<file path="src/rtl/wind_light_bank.sv">
// Wind-indicator light bank: calm, running and (with LIGHT_BOUNCE_EN) bouncing lamp patterns.
// Define LIGHT_BOUNCE_EN to enable bounce mode on w=11; otherwise w=11 runs left-to-right.
module wind_light_bank #(
  parameter int unsigned WIDTH = 8,
  parameter int unsigned DIV   = 4
) (
  input  logic             clk,
  input  logic             reset,
  input  logic [1:0]       w,
  input  logic             pause,
  output logic [WIDTH-1:0] out,
  output logic             step
);

  localparam int unsigned CNT_W = (DIV > 1) ? $clog2(DIV) : 1;
  localparam logic [CNT_W-1:0] CNT_MAX = CNT_W'(DIV - 1);
  localparam logic [WIDTH-1:0] LAMP_LSB = WIDTH'(1);
  localparam logic [WIDTH-1:0] LAMP_MSB = LAMP_LSB << (WIDTH - 1);
  localparam logic [WIDTH-1:0] CALM_A = LAMP_MSB | LAMP_LSB;
  localparam logic [WIDTH-1:0] CALM_B = (WIDTH % 2 == 1) ? (WIDTH'(1) << (WIDTH / 2))
                                                         : (WIDTH'(3) << (WIDTH / 2 - 1));

  typedef enum logic [1:0] {
    MODE_CALM   = 2'b00,
    MODE_RTL    = 2'b01,
    MODE_LTR    = 2'b10,
    MODE_BOUNCE = 2'b11
  } mode_e;

  logic [CNT_W-1:0] cnt_q, cnt_d;
  logic [WIDTH-1:0] out_q, out_d;
  mode_e            mode_q, mode_d;
  logic             step_q, step_d;
  mode_e            m;
  logic             adv;
`ifdef LIGHT_BOUNCE_EN
  logic             dir_q, dir_d;
`endif

  // Prescaler, effective mode selection and pattern next-state
  always_comb begin
    cnt_d  = cnt_q;
    out_d  = out_q;
    mode_d = mode_q;
`ifdef LIGHT_BOUNCE_EN
    dir_d  = dir_q;
    m      = mode_e'(w);
`else
    m      = (w == 2'b11) ? MODE_LTR : mode_e'(w);
`endif
    adv    = !pause && (cnt_q == CNT_MAX);
    step_d = adv;

    if (adv) begin
      cnt_d = '0;
    end else if (!pause) begin
      cnt_d = cnt_q + CNT_W'(1);
    end

    if (adv && (m != mode_q)) begin
      mode_d = m;
      case (m)
        MODE_CALM: out_d = CALM_A;
        MODE_RTL:  out_d = LAMP_LSB;
        MODE_LTR:  out_d = LAMP_MSB;
`ifdef LIGHT_BOUNCE_EN
        MODE_BOUNCE: begin
          out_d = LAMP_LSB;
          dir_d = 1'b1;
        end
`endif
        default: out_d = LAMP_MSB;
      endcase
    end else if (adv) begin
      case (mode_q)
        MODE_CALM: out_d = (out_q == CALM_A) ? CALM_B : CALM_A;
        MODE_RTL:  out_d = {out_q[WIDTH-2:0], out_q[WIDTH-1]};
        MODE_LTR:  out_d = {out_q[0], out_q[WIDTH-1:1]};
`ifdef LIGHT_BOUNCE_EN
        MODE_BOUNCE: begin
          // Reverse at either end so the lamp reflects rather than wraps
          if (dir_q && out_q[WIDTH-1]) begin
            out_d = out_q >> 1;
            dir_d = 1'b0;
          end else if (dir_q) begin
            out_d = out_q << 1;
          end else if (out_q[0]) begin
            out_d = out_q << 1;
            dir_d = 1'b1;
          end else begin
            out_d = out_q >> 1;
          end
        end
`endif
        default: out_d = out_q;
      endcase
    end
  end

  // State registers; reset dominates pause and step
  always_ff @(posedge clk) begin
    if (reset) begin
      cnt_q  <= '0;
      out_q  <= LAMP_LSB;
      mode_q <= MODE_RTL;
      step_q <= 1'b0;
`ifdef LIGHT_BOUNCE_EN
      dir_q  <= 1'b1;
`endif
    end else begin
      cnt_q  <= cnt_d;
      out_q  <= out_d;
      mode_q <= mode_d;
      step_q <= step_d;
`ifdef LIGHT_BOUNCE_EN
      dir_q  <= dir_d;
`endif
    end
  end

  assign out  = out_q;
  assign step = step_q;

endmodule

</file>
<file path="config.mk">
export PLATFORM = sky130hd
export DESIGN_NAME = wind_light_bank
export DESIGN_NICKNAME = d
export VERILOG_FILES = /design/src/rtl/wind_light_bank.sv
export SDC_FILE = /design/constraint.sdc
export NUM_CORES = 1
export LEC_CHECK = 0
export BUFFER_PORTS_ARGS = -buffer_cell sky130_fd_sc_hd__clkbuf_2
export CORE_UTILIZATION = 35
export CTS_CLUSTER_DIAMETER = 40
export DETAILED_ROUTE_END_ITERATION = 10
export HOLD_SLACK_MARGIN = 0.06
export PLACE_DENSITY_LB_ADDON = 0.2
export SLEW_MARGIN = 10
export SYNTH_ARGS = -nofsm -noshare
export SYNTH_HDL_FRONTEND = slang
export SYNTH_SLANG_ARGS = --single-unit
</file>
<file path="constraint.sdc">
create_clock -name clk -period 2.9 [get_ports clk]
set_input_delay 0.29 -clock clk [delete_from_list [all_inputs] [get_ports clk]]
set_output_delay 0.29 -clock clk [all_outputs]
set_load 0.005 [all_outputs]
</file>
Word level (Yosys, flattened, before mapping). Index checks and enable logic that the tools add are counted.

Output and inout port bits: 9. Register bits after elaboration: 13. Input port bits: 5.

Add/sub/neg operators: 1. Muxes and demuxes: 6. Reductions and logical operators: 9. Equal/unequal tests: 7.

Operators by type and width (count): 8-bit two-way mux (3); 8-bit case mux with 3 select lines (1); 8-bit case mux with 2 select lines (1); 8-bit equality test (second input constant) (1); 2-bit equality test (second input constant) (3); 2-bit by 1-bit equality test with 1-bit output (second input constant) (2); 2-bit logical NOT (2); 4-bit nonzero test (1); 2-bit by 1-bit adder with 2-bit output (second input constant) (1); 1-bit logical AND (2); 2-bit two-way mux (1); 2-bit != test (1); 2-bit AND reduction (1); 2-bit nonzero test (1); 2-bit OR reduction (1); 1-bit logical NOT (1).

Depth between registers and ports, before layout. Gate-level depths: netlist of the first run.

Depth after elaboration: 6. Gate-level depth with buffers: 8.

Least setup slack after synthesis of the first run. OpenSTA, ideal clock, no wires.

Kind: register to register. Start: register mode_q[1]. End: register out_q[0] (netlist: out[0]). Data required time: 2748 ps. Data arrival time: 1502 ps. Cell stages (with the launch flop): 9. Slack: 1246 ps. Cell sequence: dfxtp_1 > inv_1 > ha_1 > buf_6 > nor3_4 > nand2b_1 > buf_6 > and3_2 > a311oi_2.

Cells in the longest elaborated chain, start to end: 4. Elaborated cells on any way between the ends: 11. Classes of those cells: eq/ne: 3; mux: 3; reduce/logical: 5.

Ends and longest elaborated chain: start, declared (RTL line 32) `mode_e mode_q, mode_d;`; start signal, assigned (RTL line 113) `mode_q <= mode_d;`; 2-bit equality test (tied with other cells) (RTL line 75) `case (mode_q)`; 8-bit case mux with 3 select lines or 1-bit logical AND (tied branches) (RTL line 75, 60); 8-bit two-way mux (tied with other cells) (RTL line 74) `end else if (adv) begin`; 8-bit two-way mux or 2-bit AND reduction (tied branches); end signal, assigned (RTL line 112) `out_q <= out_d;`; end, declared (RTL line 31) `logic [WIDTH-1:0] out_q, out_d;`.

Parallel ways exist; a longest one is shown, timed or not. The select of a mux whose other input is x is not followed. A chain may end at the register's enable or synchronous reset.

Worst setup path in the final report of the first run.
Start: register mode_q[0]. End: register out_q[0] (netlist: out[0]).

Same word-level chain as after synthesis.

==> impl_metrics.py, run 1 <==
metrics = {
    "clock_tree": {
        "post-cts-setup-buffer-count": 0,
        "cts_made_buffers": 3,
        "path_clk_slew_ns": 0.08,
        "cts-resized-gates": 0,
        "clockRootBuffer": "clkbuf_4",
        "clk_latency_ns": 0.27,
        "h-tree-depth": 1,
        "ctsLongestPathBuffers": 2,
        "cts_tree": "yes",
        "cts_num_sinks": 13,
        "hold_buffers": 0,
    },
    "drt": {
        "drcViolationCount": 0,
        "antenna_left": 0,
        "via_count": 674,
        "vias_per_cell": 5.31,
        "drt-wirelength-per-cell_um": 12.6,
        "dr.pass1.iters": 4,
        "wl_mm": 1.60,
        "drt_iter0_drc": 17,
    },
    "logic_synthesis": {
        "netlist_area_um2": 779,
        "synthCells": 88,
        "ys.flop_type": "dfxtp_1",
        "yosys_warnings": 0,
        "yosysSeqAreaShare": 0.334,
        "ys_async_sr_fraction": 0,
        "avgSynthCellArea_um2": 8.86,
        "synth_nets": 97,
        "ys_ff_latch": 13,
        "ys_types": 33,
        "synth_edf_count": 0,
    },
    "flow_run": {
        "drv_cap": 0,
    },
    "floorplan": {
        "die_area_um2": 2420,
        "die_x_um": 49.2,
        "io_pins": 14,
        "fp.coreArea_um2": 2020,
        "dieHeight_um": 49.2,
        "start_util": 0.386,
        "rows": 16,
    },
    "power_and_ir_drop": {
        "vdd_drop_max_mv": 0.223,
        "power_uw": 323,
        "power.density_nw_per_um2": 377,
        "leakage_uw": 0.000354,
    },
    "setup_path": {
        "path_cells": "inv_1 > ha_1 > nor3_4 > nand2b_1 > and3_2 > a311oi_2",
        "slowest_delay_ns": 0.44,
        "cp_top_family": "simple AND/OR/NAND/NOR gates",
        "crit_path_max_fanout": 9,
        "cp_slowest_cell": "dfxtp_1",
        "worstPathBufferInverterCount": 1,
        "startpoint_type": "flop",
        "endpoint_kind": "flop",
        "critical_path_class": "reg -> reg",
        "worstPathRequired_ns": 3.03,
        "crit_arrival_ns": 2.06,
    },
    "timing": {
        "timing.hold.ws_ns": 0.279,
        "timing.slew.headroom": 0.648,
        "worstMarginPinSlew_ns": 0.528,
        "drv_slew": 0,
        "period_share": 0.663,
        "min_period_ns": 1.92,
        "finClkSkew_ns": 0.00251,
        "rsz0062_at_grt": "false",
        "setup_tns_ns": 0,
        "fmax_mhz": 520,
        "hold_violations": 0,
        "final-setup-viol-count": 0,
    },
    "cells_and_area": {
        "num_antenna_cells": 0,
        "instances_no_fill": 127,
        "fillers": 206,
        "area_growth_pct": 9.63,
        "drive_gt1_frac": 0.280,
        "final_nets": 110,
    },
    "outcome": {
        "status": "finished, final reports clean",
    },
    "place": {
        "portBuffers": 13,
        "numPlacedInstances": 123,
        "gp_congestion": 0.909,
        "place_hpwl_mm": 1.18,
    },
    "global_routing": {
        "grt_max_degree": 10,
        "track_usage": 0.151,
        "antenna_found_initial": 0,
        "grt_pass1_wl_mm": 2.75,
        "gr-total-overflow": 0,
        "grt_pass1_vias": 608,
    },
    "hold_path": {
        "hold_class": "in -> reg",
    },
}
-- layout make-up --
class	count	area [µm²]	area share
multi-input combinational	66	453	0.530
inverter	4	15.0	0.0176
clock buffer	3	22.5	0.0264
clock inverter	1	5.00	0.00586
sequential	13	260	0.305
timing repair buffer	13	65.1	0.0761
tap	27	33.8	0.0395
-- cells in the mapped netlist (2+ instances only) --
library cell  count  area [µm²]
dfxtp_1          13         260
nor2_1           10        37.5
a21oi_1           9        45.0
nand2_1           7        26.3
nor4_1            5        31.3
a22oi_1           4        30.0
ha_1              4        50.1
inv_1             4        15.0
a221o_2           3        33.8
buf_6             3        33.8
nand2b_1          2        12.5
nand3_1           2        10.0
nor3_1            2        10.0
-- sequential cells by signal, indices dropped and copies added (netlist names) --
signal	cells
mode_q	2
out	8
cnt_q	2
step	1
-- metrics by stage --
| step | worst slack (ns) | utilization | instance area [µm²] |
|---|---|---|---|
| floorplan | 1.25 | - | 779 |
| global placement | 1.08 | 0.409 | 827 |
| detailed placement | 1.01 | 0.409 | 827 |
| CTS | 0.973 | 0.423 | 855 |
| global route | 0.791 | 0.423 | 855 |
| finish | 0.977 | 0.423 | 855 |
-- worst reg2reg max path, delay by kind of cell, from the launching register on --
kind            cells  cell delay, ns
compound gates      1            0.04
flops               1            0.44
fa+ha+maj           1            0.34
simple gates        3            0.86
buf+inv             1            0.10
-- kinds of logic (layout without fill, tap and decap cells) --
family                     count (synthesis)  in the layout  share of synthesized area
buffers and inverters                      9             21                     0.0851
DFF                                       13             13                      0.334
and+or+nand+nor                           36             36                      0.252
xor gates and xnor gates                   1              1                     0.0112
adders and majority gates                  4              4                     0.0642
AOI/OAI and AO/OA                         25             25                      0.254
-- path summary, 6_finish.rpt --
kind	cells after the start	to	start	slack [ns]
max	6	out[0]$_SDFFE_PP1P_	mode_q[0]$_SDFFE_PP1N_	0.98
min	3	mode_q[1]$_SDFFE_PP0N_	w[1]	0.28
max reg2reg	6	out[0]$_SDFFE_PP1P_	mode_q[0]$_SDFFE_PP1N_	0.98
min reg2reg	2	cnt_q[1]$_SDFFE_PP0N_	cnt_q[1]$_SDFFE_PP0N_	0.50
-- placed cells by master (no fill, tap or decap), drive strengths merged, types with 3 or more instances in the layout --
cell    count
clkbuf     16
dfxtp      13
nor2       11
a21oi       9
nand2       7
nor4        5
inv         4
a22oi       4
ha          4
a221o       3
nor3        3
nand2b      3
-- report_power, final --
part	total (µW)	switching (µW)	internal (µW)	leakage, µW
sequential	185	3.02	182	0.000105
clock	112	61.4	51.0	0.0000177
combinational	25.6	14.2	11.4	0.000231
total	323	78.6	244	0.000354
-- routing by layer --
layer / up-vias / global-route usage / wire (µm)
met3: 0 / 0.0592 / 108
met4: 0 / 0.0539 / 0
met1: 295 / 0.207 / 787
met2: 26 / 0.212 / 702
met5: - / 0 / 0
li1: 353 / - / -
(Power assumes the default switching activity.)
==> run 2, diff against run 1 <==
==> constraint.sdc (replaced) <==
create_clock -name clk -period 1.7 [get_ports clk]
set_input_delay 0.17 -clock clk [delete_from_list [all_inputs] [get_ports clk]]
set_output_delay 0.17 -clock clk [all_outputs]
set_load 0.005 [all_outputs]
==> impl_metrics.py, run 2 (same netlist as run 1, synthesis figures left out) <==
metrics = {
    "timing": {
        "setup_tns_ns": 0,
        "fmax_mhz": 646,
        "final-setup-viol-count": 0,
        "period_share": 0.910,
        "worst_slack_ns": 0.153,
        "worstMarginPinSlew_ns": 0.372,
        "timing.slew.headroom": 0.750,
        "finClkSkew_ns": 0.00617,
        "min_period_ns": 1.55,
        "rsz0062_at_grt": "false",
        "hold_violations": 0,
        "timing.hold.ws_ns": 0.149,
        "drv_slew": 0,
    },
    "place": {
        "pre_cts_slack_ns": 0.0881,
        "dpl_cell_area_um2": 887,
        "portBuffers": 13,
        "place_hpwl_mm": 1.30,
        "gp_congestion": 0.852,
    },
    "floorplan": {
        "io_pins": 14,
        "die_area_um2": 2420,
        "fp.coreArea_um2": 2020,
        "die_x_um": 49.2,
        "start_util": 0.386,
        "dieHeight_um": 49.2,
        "rows": 16,
    },
    "drt": {
        "wl_mm": 1.69,
        "dr.pass1.iters": 4,
        "via_count": 721,
        "drt-wirelength-per-cell_um": 12.5,
        "antenna_left": 0,
        "drt_iter0_drc": 25,
        "drcViolationCount": 0,
        "vias_per_cell": 5.34,
    },
    "hold_path": {
        "hold_class": "in -> reg",
    },
    "setup_path": {
        "crit_arrival_ns": 1.71,
        "worstPathRequired_ns": 1.87,
        "endpoint_kind": "flop",
        "startpoint_type": "flop",
        "critical_path_class": "reg -> reg",
        "r2r_slack_ns": 0.15,
        "crit_path_max_fanout": 5,
    },
    "global_routing": {
        "grt_pass1_wl_mm": 2.90,
        "gr-total-overflow": 0,
        "grt_pass1_vias": 648,
        "grt_max_degree": 10,
        "antenna_found_initial": 0,
        "track_usage": 0.157,
    },
    "power_and_ir_drop": {
        "power.density_nw_per_um2": 604,
        "vdd_drop_max_mv": 0.370,
        "leakage_uw": 0.000391,
    },
    "clock_tree": {
        "cts-resized-gates": 0,
        "path_clk_slew_ns": 0.08,
        "post-cts-setup-buffer-count": 0,
        "h-tree-depth": 1,
        "cts_num_sinks": 13,
        "cts_made_buffers": 3,
        "ctsLongestPathBuffers": 2,
        "clockRootBuffer": "clkbuf_4",
        "cts_tree": "yes",
        "hold_buffers": 0,
        "clk_latency_ns": 0.28,
    },
    "cells_and_area": {
        "drive_gt1_frac": 0.352,
        "area_growth_pct": 17.7,
        "final_nets": 118,
        "largest_reg_flops": 8,
        "fillers": 201,
        "final_area_um2": 917,
        "num_antenna_cells": 0,
        "final_cell_mix": "clkbuf_2, dfxtp_1, nor2_1",
        "final_common_cell": "clkbuf_2",
    },
    "flow_run": {
        "drv_cap": 0,
    },
    "outcome": {
        "status": "finished, final reports clean",
    },
}
run 2: cell types whose count changed in the layout (fill, tap and decap cells not counted):
cell	before	now
buf_4	0	8
dfxtp_1	13	11
dfxtp_2	0	2
run 2: final timing paths:
kind,from,to,depth (start not counted)
worst max register to register,mode_q[1]$_SDFFE_PP0N_,out[7]$_SDFFE_PP0P_,6
worst min register to register,mode_q[0]$_SDFFE_PP1N_,mode_q[0]$_SDFFE_PP1N_,2
worst max-delay path,mode_q[1]$_SDFFE_PP0N_,out[7]$_SDFFE_PP0P_,6
worst min-delay path,w[1],mode_q[1]$_SDFFE_PP0N_,3
run 2: area by class of cell:
type	instances	area, µm²	area share
multi-input combinational	66	453	0.494
inverter	4	15.0	0.0164
tap	27	33.8	0.0368
clock inverter	1	5.00	0.00546
timing repair buffer	21	125	0.136
sequential	13	263	0.286
clock buffer	3	22.5	0.0246
run 2: metrics by stage:
stage | instances | utilization | power [µW]
floorplan | 88 | - | 355
global placement | 131 | 0.439 | 370
detailed placement | 131 | 0.439 | 370
CTS | 135 | 0.452 | 567
global route | 135 | 0.454 | 594
finish | 135 | 0.454 | 554
run 2: report_power, final:
part | internal, µW | switching, µW | leakage (µW) | total (µW)
Clock | 87.2 | 104 | 0.0000177 | 191
Sequential | 310 | 5.01 | 0.000105 | 315
Combinational | 22.3 | 25.6 | 0.000268 | 47.9
Total | 419 | 135 | 0.000391 | 554
run 2: metal layers:
| layer | track usage | routed length, µm |
|---|---|---|
| met1 | 0.215 | 820 |
| met3 | 0.0561 | 106 |
| met5 | 0 | 0 |
| met2 | 0.231 | 765 |
| met4 | 0.0441 | 0 |
run 2: worst max-delay path: stages, from the launching register on:
cell and delay [ns]:
dfxtp_2 0.38, inv_1 0.08, ha_1 0.25, a22o_2 0.28, a211oi_1 0.22, o2bb2ai_1 0.13
a21boi_0 0.10
